### src/rtl/fir_multichannel.sv
// Multichannel FIR filter: one delay line per channel, a shared coefficient table and one MAC.
// Build option: define FIR_SATURATE_EN to clamp the output instead of wrapping it.
module fir_multichannel #(
    parameter int WIDTH  = 32,
    parameter int NCOEFS = 10,
    parameter int NCHAN  = 4,
    parameter int CWIDTH = 16,
    parameter int FRAC   = 8,
    localparam int CH    = (NCHAN > 1) ? $clog2(NCHAN) : 1,
    localparam int AW    = $clog2(NCOEFS)
) (
    input  logic              clock,
    input  logic              reset,
    input  logic              in_valid,
    output logic              in_ready,
    input  logic [WIDTH-1:0]  in_data,
    input  logic [CH-1:0]     in_chan,
    input  logic              coef_we,
    input  logic [AW-1:0]     coef_addr,
    input  logic [CWIDTH-1:0] coef_data,
    output logic              out_valid,
    input  logic              out_ready,
    output logic [WIDTH-1:0]  out_data,
    output logic [CH-1:0]     out_chan
);

    // state | meaning
    // IDLE  | waiting for a sample; coefficient writes allowed
    // MAC   | one tap product per cycle, accumulated one cycle later
    // OUT   | result presented until downstream accepts it

    localparam int PW   = WIDTH + CWIDTH;
    localparam int ACCW = PW + AW;
    localparam int CW   = $clog2(NCOEFS + 1);

    typedef enum logic [1:0] {IDLE, MAC, OUT} state_t;

    state_t state, state_nxt;

    logic signed [WIDTH-1:0]  taps [NCHAN][NCOEFS];
    logic signed [CWIDTH-1:0] coefs [NCOEFS];
    logic [CH-1:0]            chan_q;
    logic [CW-1:0]            cnt;
    logic signed [PW-1:0]     prod;
    logic signed [ACCW-1:0]   acc;
    logic signed [ACCW-1:0]   acc_sum;
    logic [AW-1:0]            idx;
    logic [WIDTH-1:0]         tap_sel;
    logic [CWIDTH-1:0]        coef_sel;
    logic [WIDTH-1:0]         result;
    logic [WIDTH-1:0]         out_data_q;
    logic                     accept;
    logic                     chan_ok;
    logic                     coef_ok;

    assign accept   = in_valid && in_ready;
    assign chan_ok  = int'(in_chan) < NCHAN;
    assign coef_ok  = coef_we && (state == IDLE) && (int'(coef_addr) < NCOEFS);
    assign idx      = AW'(cnt - CW'(1));
    assign tap_sel  = taps[chan_q][idx];
    assign coef_sel = coefs[idx];
    // The product register delays each term by one cycle, so the sum is complete when cnt hits 0.
    assign acc_sum  = acc + {{AW{prod[PW-1]}}, prod};

`ifdef FIR_SATURATE_EN
    localparam logic [WIDTH-1:0] MAXV = {1'b0, {(WIDTH-1){1'b1}}};
    localparam logic [WIDTH-1:0] MINV = {1'b1, {(WIDTH-1){1'b0}}};

    logic signed [ACCW-1:0] acc_shr;

    assign acc_shr = acc_sum >>> FRAC;

    always_comb begin
        result = acc_shr[WIDTH-1:0];
        if (acc_shr[ACCW-1:WIDTH-1] != {(ACCW-WIDTH+1){acc_shr[ACCW-1]}})
            result = acc_shr[ACCW-1] ? MINV : MAXV;
    end
`else
    assign result = WIDTH'(acc_sum >>> FRAC);
`endif

    always_ff @(posedge clock or posedge reset) begin
        if (reset)
            state <= IDLE;
        else
            state <= state_nxt;
    end

    always_comb begin
        state_nxt = state;
        in_ready  = 1'b0;
        out_valid = 1'b0;
        case (state)
            IDLE: begin
                in_ready = 1'b1;
                if (in_valid && chan_ok)
                    state_nxt = MAC;
            end
            MAC: begin
                if (cnt == '0)
                    state_nxt = OUT;
            end
            OUT: begin
                out_valid = 1'b1;
                if (out_ready)
                    state_nxt = IDLE;
            end
            default: state_nxt = IDLE;
        endcase
    end

    always_ff @(posedge clock or posedge reset) begin
        if (reset) begin
            for (int ch = 0; ch < NCHAN; ch++)
                for (int k = 0; k < NCOEFS; k++)
                    taps[ch][k] <= '0;
            for (int k = 0; k < NCOEFS; k++)
                coefs[k] <= '0;
            chan_q     <= '0;
            cnt        <= '0;
            prod       <= '0;
            acc        <= '0;
            out_data_q <= '0;
        end else begin
            if (coef_ok)
                coefs[coef_addr] <= coef_data;
            if (accept && chan_ok) begin
                for (int ch = 0; ch < NCHAN; ch++) begin
                    if (in_chan == CH'(ch)) begin
                        taps[ch][0] <= in_data;
                        for (int k = 1; k < NCOEFS; k++)
                            taps[ch][k] <= taps[ch][k-1];
                    end
                end
                chan_q <= in_chan;
                cnt    <= CW'(NCOEFS);
                prod   <= '0;
                acc    <= '0;
            end
            if (state == MAC) begin
                acc <= acc_sum;
                if (cnt != '0) begin
                    prod <= $signed({{CWIDTH{tap_sel[WIDTH-1]}}, tap_sel})
                          * $signed({{WIDTH{coef_sel[CWIDTH-1]}}, coef_sel});
                    cnt  <= cnt - CW'(1);
                end else begin
                    out_data_q <= result;
                end
            end
        end
    end

    assign out_data = out_data_q;
    assign out_chan = chan_q;

endmodule
### config.mk
export PLATFORM = sky130hd
export DESIGN_NAME = fir_multichannel
export DESIGN_NICKNAME = d
export VERILOG_FILES = /design/src/rtl/fir_multichannel.sv
export SDC_FILE = /design/constraint.sdc
export NUM_CORES = 2
export LEC_CHECK = 0
export CORE_UTILIZATION = 60
export DETAILED_ROUTE_END_ITERATION = 12
export PLACE_DENSITY = 0.89
export RECOVER_POWER = 25
export SLEW_MARGIN = 20
export SYNTH_ARGS = -nofsm -noshare
export SYNTH_HDL_FRONTEND = slang
export SYNTH_SLANG_ARGS = --single-unit
### constraint.sdc
create_clock -name clock -period 66.4 [get_ports clock]
set_input_delay 13.28 -clock clock [delete_from_list [all_inputs] [get_ports clock]]
set_output_delay 13.28 -clock clock [all_outputs]
set_load 0.1 [all_outputs]
* Word-level counts from Yosys, hierarchy flattened *
Index checks and enable logic that the tools add are counted.

word-level totals
  register bits = 1580
  logic and storage cells = 117

operators by class
  add/subtract/negate cells = 2
  multiply operators = 1
  $lt $le $gt $ge = 5
  equality and inequality tests = 8
  multiplexer cells = 26
  bitwise logic cells = 4
  reductions and logical operators = 15

operator list
  cell                                                count
  binary-select mux 320 bit (select 2 bit)            1
  2-to-1 mux 320 bit                                  2
  bitwise mux 160 bit                                 1
  2-to-1 mux 48 bit                                   3
  binary-select mux 32 bit (select 4 bit)             1
  2-to-1 mux 52 bit                                   2
  binary-select mux 16 bit (select 4 bit)             1
  demux 16 bit (select 4 bit)                         1
  2-to-1 mux 32 bit                                   2
  adder 52 bit                                        1
  multiplier 32 x 16 -> 48 bit                        1
  2-to-1 mux 16 bit                                   3
  2-to-1 mux 4 bit                                    3
  >= comparator 5 bit, second input constant          2
  inverter 4 -> 5 bit                                 2
  AND reduction 2 bit                                 5
  == test 2 bit, second input constant                3
  2-to-1 mux 2 bit                                    3
  inequality test 2 bit, second input constant        3
  case mux 2 bit (3 select lines)                     1
  < comparator 5 x 1 -> 1 bit, second input constant  1
  == test 2 x 1 -> 1 bit, second input constant       2
  logical AND 1 bit                                   4
  logical NOT 2 bit                                   2
  other kinds (10)                                    11

* Logic depth before layout (Yosys ltp) *
  word-level depth = 10
  gate-level depth with buffers = 41
  depth with buffers taken out = 31

* Worst setup path before layout *
OpenSTA, ideal clock, no wires.

  path kind = input-to-reg
  start point = in coef_we
  end point = reg coefs[128] (netlist name)
  data arrival time = 15.184 ns
  setup slack = 51.091 ns
  stages on the path = 6
  cells stage by stage = nand2_1 or3_1 clkbuf_1 nor3b_1 clkbuf_1 mux2_2

on the way
  longest elaborated chain between the ends = 2

RTL lines
  what                             RTL line  text
  from (decl)                      18        input logic coef_we,
  logical AND 1 bit (2 in a row)   58        assign coef_ok = coef_we && (state == IDLE) && (int'(coef_addr) < NCOEFS);
  to (signal, indexed assignment)  126       coefs[coef_addr] <= coef_data;
  to (decl)                        41        logic signed [CWIDTH-1:0] coefs [NCOEFS];

Every way passes these cells.
A chain may end at the register's enable or synchronous reset.

==> flow_metrics.py <==
metrics = {
    "status": {
        "status": "finished with violations",
        "violations": "capacitance limit, slew limit",
    },
    "final_layout": {
        "syn_to_final_growth_pct": 8.75,
        "drive_gt1_frac": 0.343,
        "fin_util": 0.659,
        "nets": 6864,
        "final_common_cell": "dfrtp_1",
        "most-common-layout-cells": "dfrtp_1 (1,558), mux2_2 (1,437), inv_1 (522)",
    },
    "route": {
        "firstDrtPassIters": 8,
        "antenna_left": 0,
        "drc": 0,
        "wl_per_cell_um": 24.6,
        "wl_met2_mm": 99.7,
        "vias_per_cell": 6.41,
        "route.met3.wl_mm": 15.9,
        "drtIter0Drc": 4735,
        "num_vias": 53000,
        "met1_length_mm": 79.3,
        "wl_mm": 203,
        "routed.top_layer": "met5",
    },
    "sta": {
        "finalHoldViolCount": 0,
        "min_period_ns": 25.11,
        "setup_viol": 0,
        "rsz0062_at_grt": "no",
        "min_period_over_period": 0.378,
        "slew_headroom": -4.72,
        "fmax_ghz": 0.0398,
        "worstMarginPinSlew_ns": 8.59,
        "whs_ns": 0.479,
        "fin_skew_ns": 0.0759,
        "slew_viol_final": 887,
        "setup-tns-final_ns": 0,
    },
    "placement": {
        "place_hpwl_mm": 126,
        "gp_congestion": 0.928,
        "io_buffers": 94,
    },
    "setup_path": {
        "startpoint_type": "input port",
        "reg2reg_from": "cnt[0]$_DFF_PP0_",
        "critPathArrivalTime_ns": 25.96,
        "crit_type": "in -> async",
        "path_max_fanout": 158,
        "worst_setup_path_end_kind": "async pin",
        "crit_required_ns": 67.26,
        "setup.worst_path.start": "reset",
    },
    "logic_synthesis": {
        "synthMuxAreaShare": 0.305,
        "synth_nets": 6898,
        "ys_seq_area_frac": 0.454,
        "netlist_instances": 6282,
        "syn_avg_cell_area_um2": 13.7,
        "synthAdderAreaFrac": 0.117,
        "synthSimpleGateAreaFrac": 0.0402,
        "synth.cell_area_um2": 86000,
        "ys.warnings.count": 0,
        "ys_ff_latch": 1560,
        "synth_top_family_by_area": "multiplexers",
        "synth_xor_area_frac": 0.00998,
        "yosysUniqueCellTypes": 73,
        "synth_edf_count": 0,
        "async_reset_ff_frac": 1.00,
        "ys.flop_type": "dfrtp_1",
        "synth_compound_gate_area_share": 0.0304,
    },
    "global_routing": {
        "antenna_found_initial": 12,
        "grt_usage": 0.286,
        "overflow": 0,
        "grt_pass1_wl_mm": 326,
        "grt_pass1_vias": 57200,
        "grt_max_degree": 197,
    },
    "floorplan": {
        "dieHeight_um": 381,
        "die_x_um": 381,
        "dieArea_um2": 145000,
        "ioPinCount": 95,
        "initial_core_util": 0.606,
        "coreArea_um2": 142000,
        "rows": 138,
    },
    "clock_tree": {
        "cts_resized": 0,
        "clk_latency_ns": 0.83,
        "cts_buffers": 155,
        "post_cts_buffers": 0,
        "cts.clk_slew.worst_paths_ns": 0.06,
        "clockBufferDepth": 3,
        "cts_htree_levels": 4,
        "hold_buffers": 0,
        "cts_tree": "done",
        "cts_sinks": 1560,
        "root_buffer": "clkbuf_16",
    },
    "min_path": {
        "holdCritPathClass": "reg -> reg",
        "hold_path.startpoint": "out_data[29]$_DFFE_PP0P_",
    },
    "job": {
        "drv_cap": 17,
    },
}
## synthesized netlist by cell type, types with 22 or more instances
cell type | instances | area, um2
dfrtp_1 | 1560 | 39000
mux2_2 | 1441 | 16200
inv_1 | 522 | 1960
fa_1 | 412 | 8250
mux4_2 | 396 | 8920
nand2_1 | 351 | 1320
nor2_1 | 267 | 1000
clkbuf_1 | 224 | 841
ha_1 | 145 | 1810
o21ai_0 | 139 | 696
mux2i_1 | 110 | 1100
nand3_1 | 89 | 445
a21oi_1 | 70 | 350
buf_2 | 64 | 320
xnor2_1 | 54 | 473
a21o_1 | 44 | 330
buf_4 | 42 | 315
buf_1 | 38 | 143
xor2_1 | 37 | 324
nor2b_1 | 33 | 206
o22a_1 | 27 | 236
o22ai_1 | 22 | 138
## through the flow
stage	cells	area, um2	worst slack, ns
after floorplan	6282	86000	9.11
after global placement	7979	88500	47.67
after detailed placement	7979	88500	47.48
after CTS	8255	93600	48.25
after global routing	8259	93500	39.12
final	8262	93500	41.29
## final cells by class
| cell class | instances | area (um2) |
|---|---|---|
| fill | 9073 | 48400 |
| multi-input combinational | 3819 | 43300 |
| sequential | 1560 | 39000 |
| clock buffer | 220 | 4380 |
| tap | 1890 | 2360 |
| inverter | 525 | 1970 |
| timing repair buffer | 187 | 1690 |
| clock inverter | 56 | 737 |
| antenna | 5 | 12.5 |
## layer usage
metal	track usage	up-vias
met5	0	-
met4	0.114	12
met3	0.0604	646
met2	0.463	2314
met1	0.379	28100
li1	-	21900
## registers in the layout, summed over array words and instances (netlist names)
signal    count
taps       1280
coefs       160
acc          40
prod         40
out_data     32
cnt           4
out_chan      2
state         2
## path summary, 6_finish.rpt
path | to | slack, ns | cells after the start
min in group asynchronous | out_data[4]$_DFFE_PP0P_ | 14.56 | 2
max in group clock | taps[810]$_DFFE_PP0P_ | 46.72 | 9
max | taps[1221]$_DFFE_PP0P_ | 41.29 | 5
min | out_data[29]$_DFFE_PP0P_ | 0.48 | 2
max reg2reg | prod[39]$_DFF_PP0_ | 48.82 | 30
min reg2reg | out_data[29]$_DFFE_PP0P_ | 0.48 | 2
## cells by family after synthesis
family,count (synthesis)
AOI/OAI and AO/OA,404
xor gates and xnor gates,94
adders and majority gates,557
buffers and inverters,903
DFF,1560
muxes,1947
and+or+nand+nor,817
## worst max-delay path: stages
cell and delay (ns):
dlygate4sd3_1 0.55, clkinvlp_2 2.92, clkbuf_1 6.18, clkbuf_1 2.04
buf_16 0.55
Power is not shown: default switching activity piles up to over one toggle a cycle in this logic, so the estimate is an artifact.
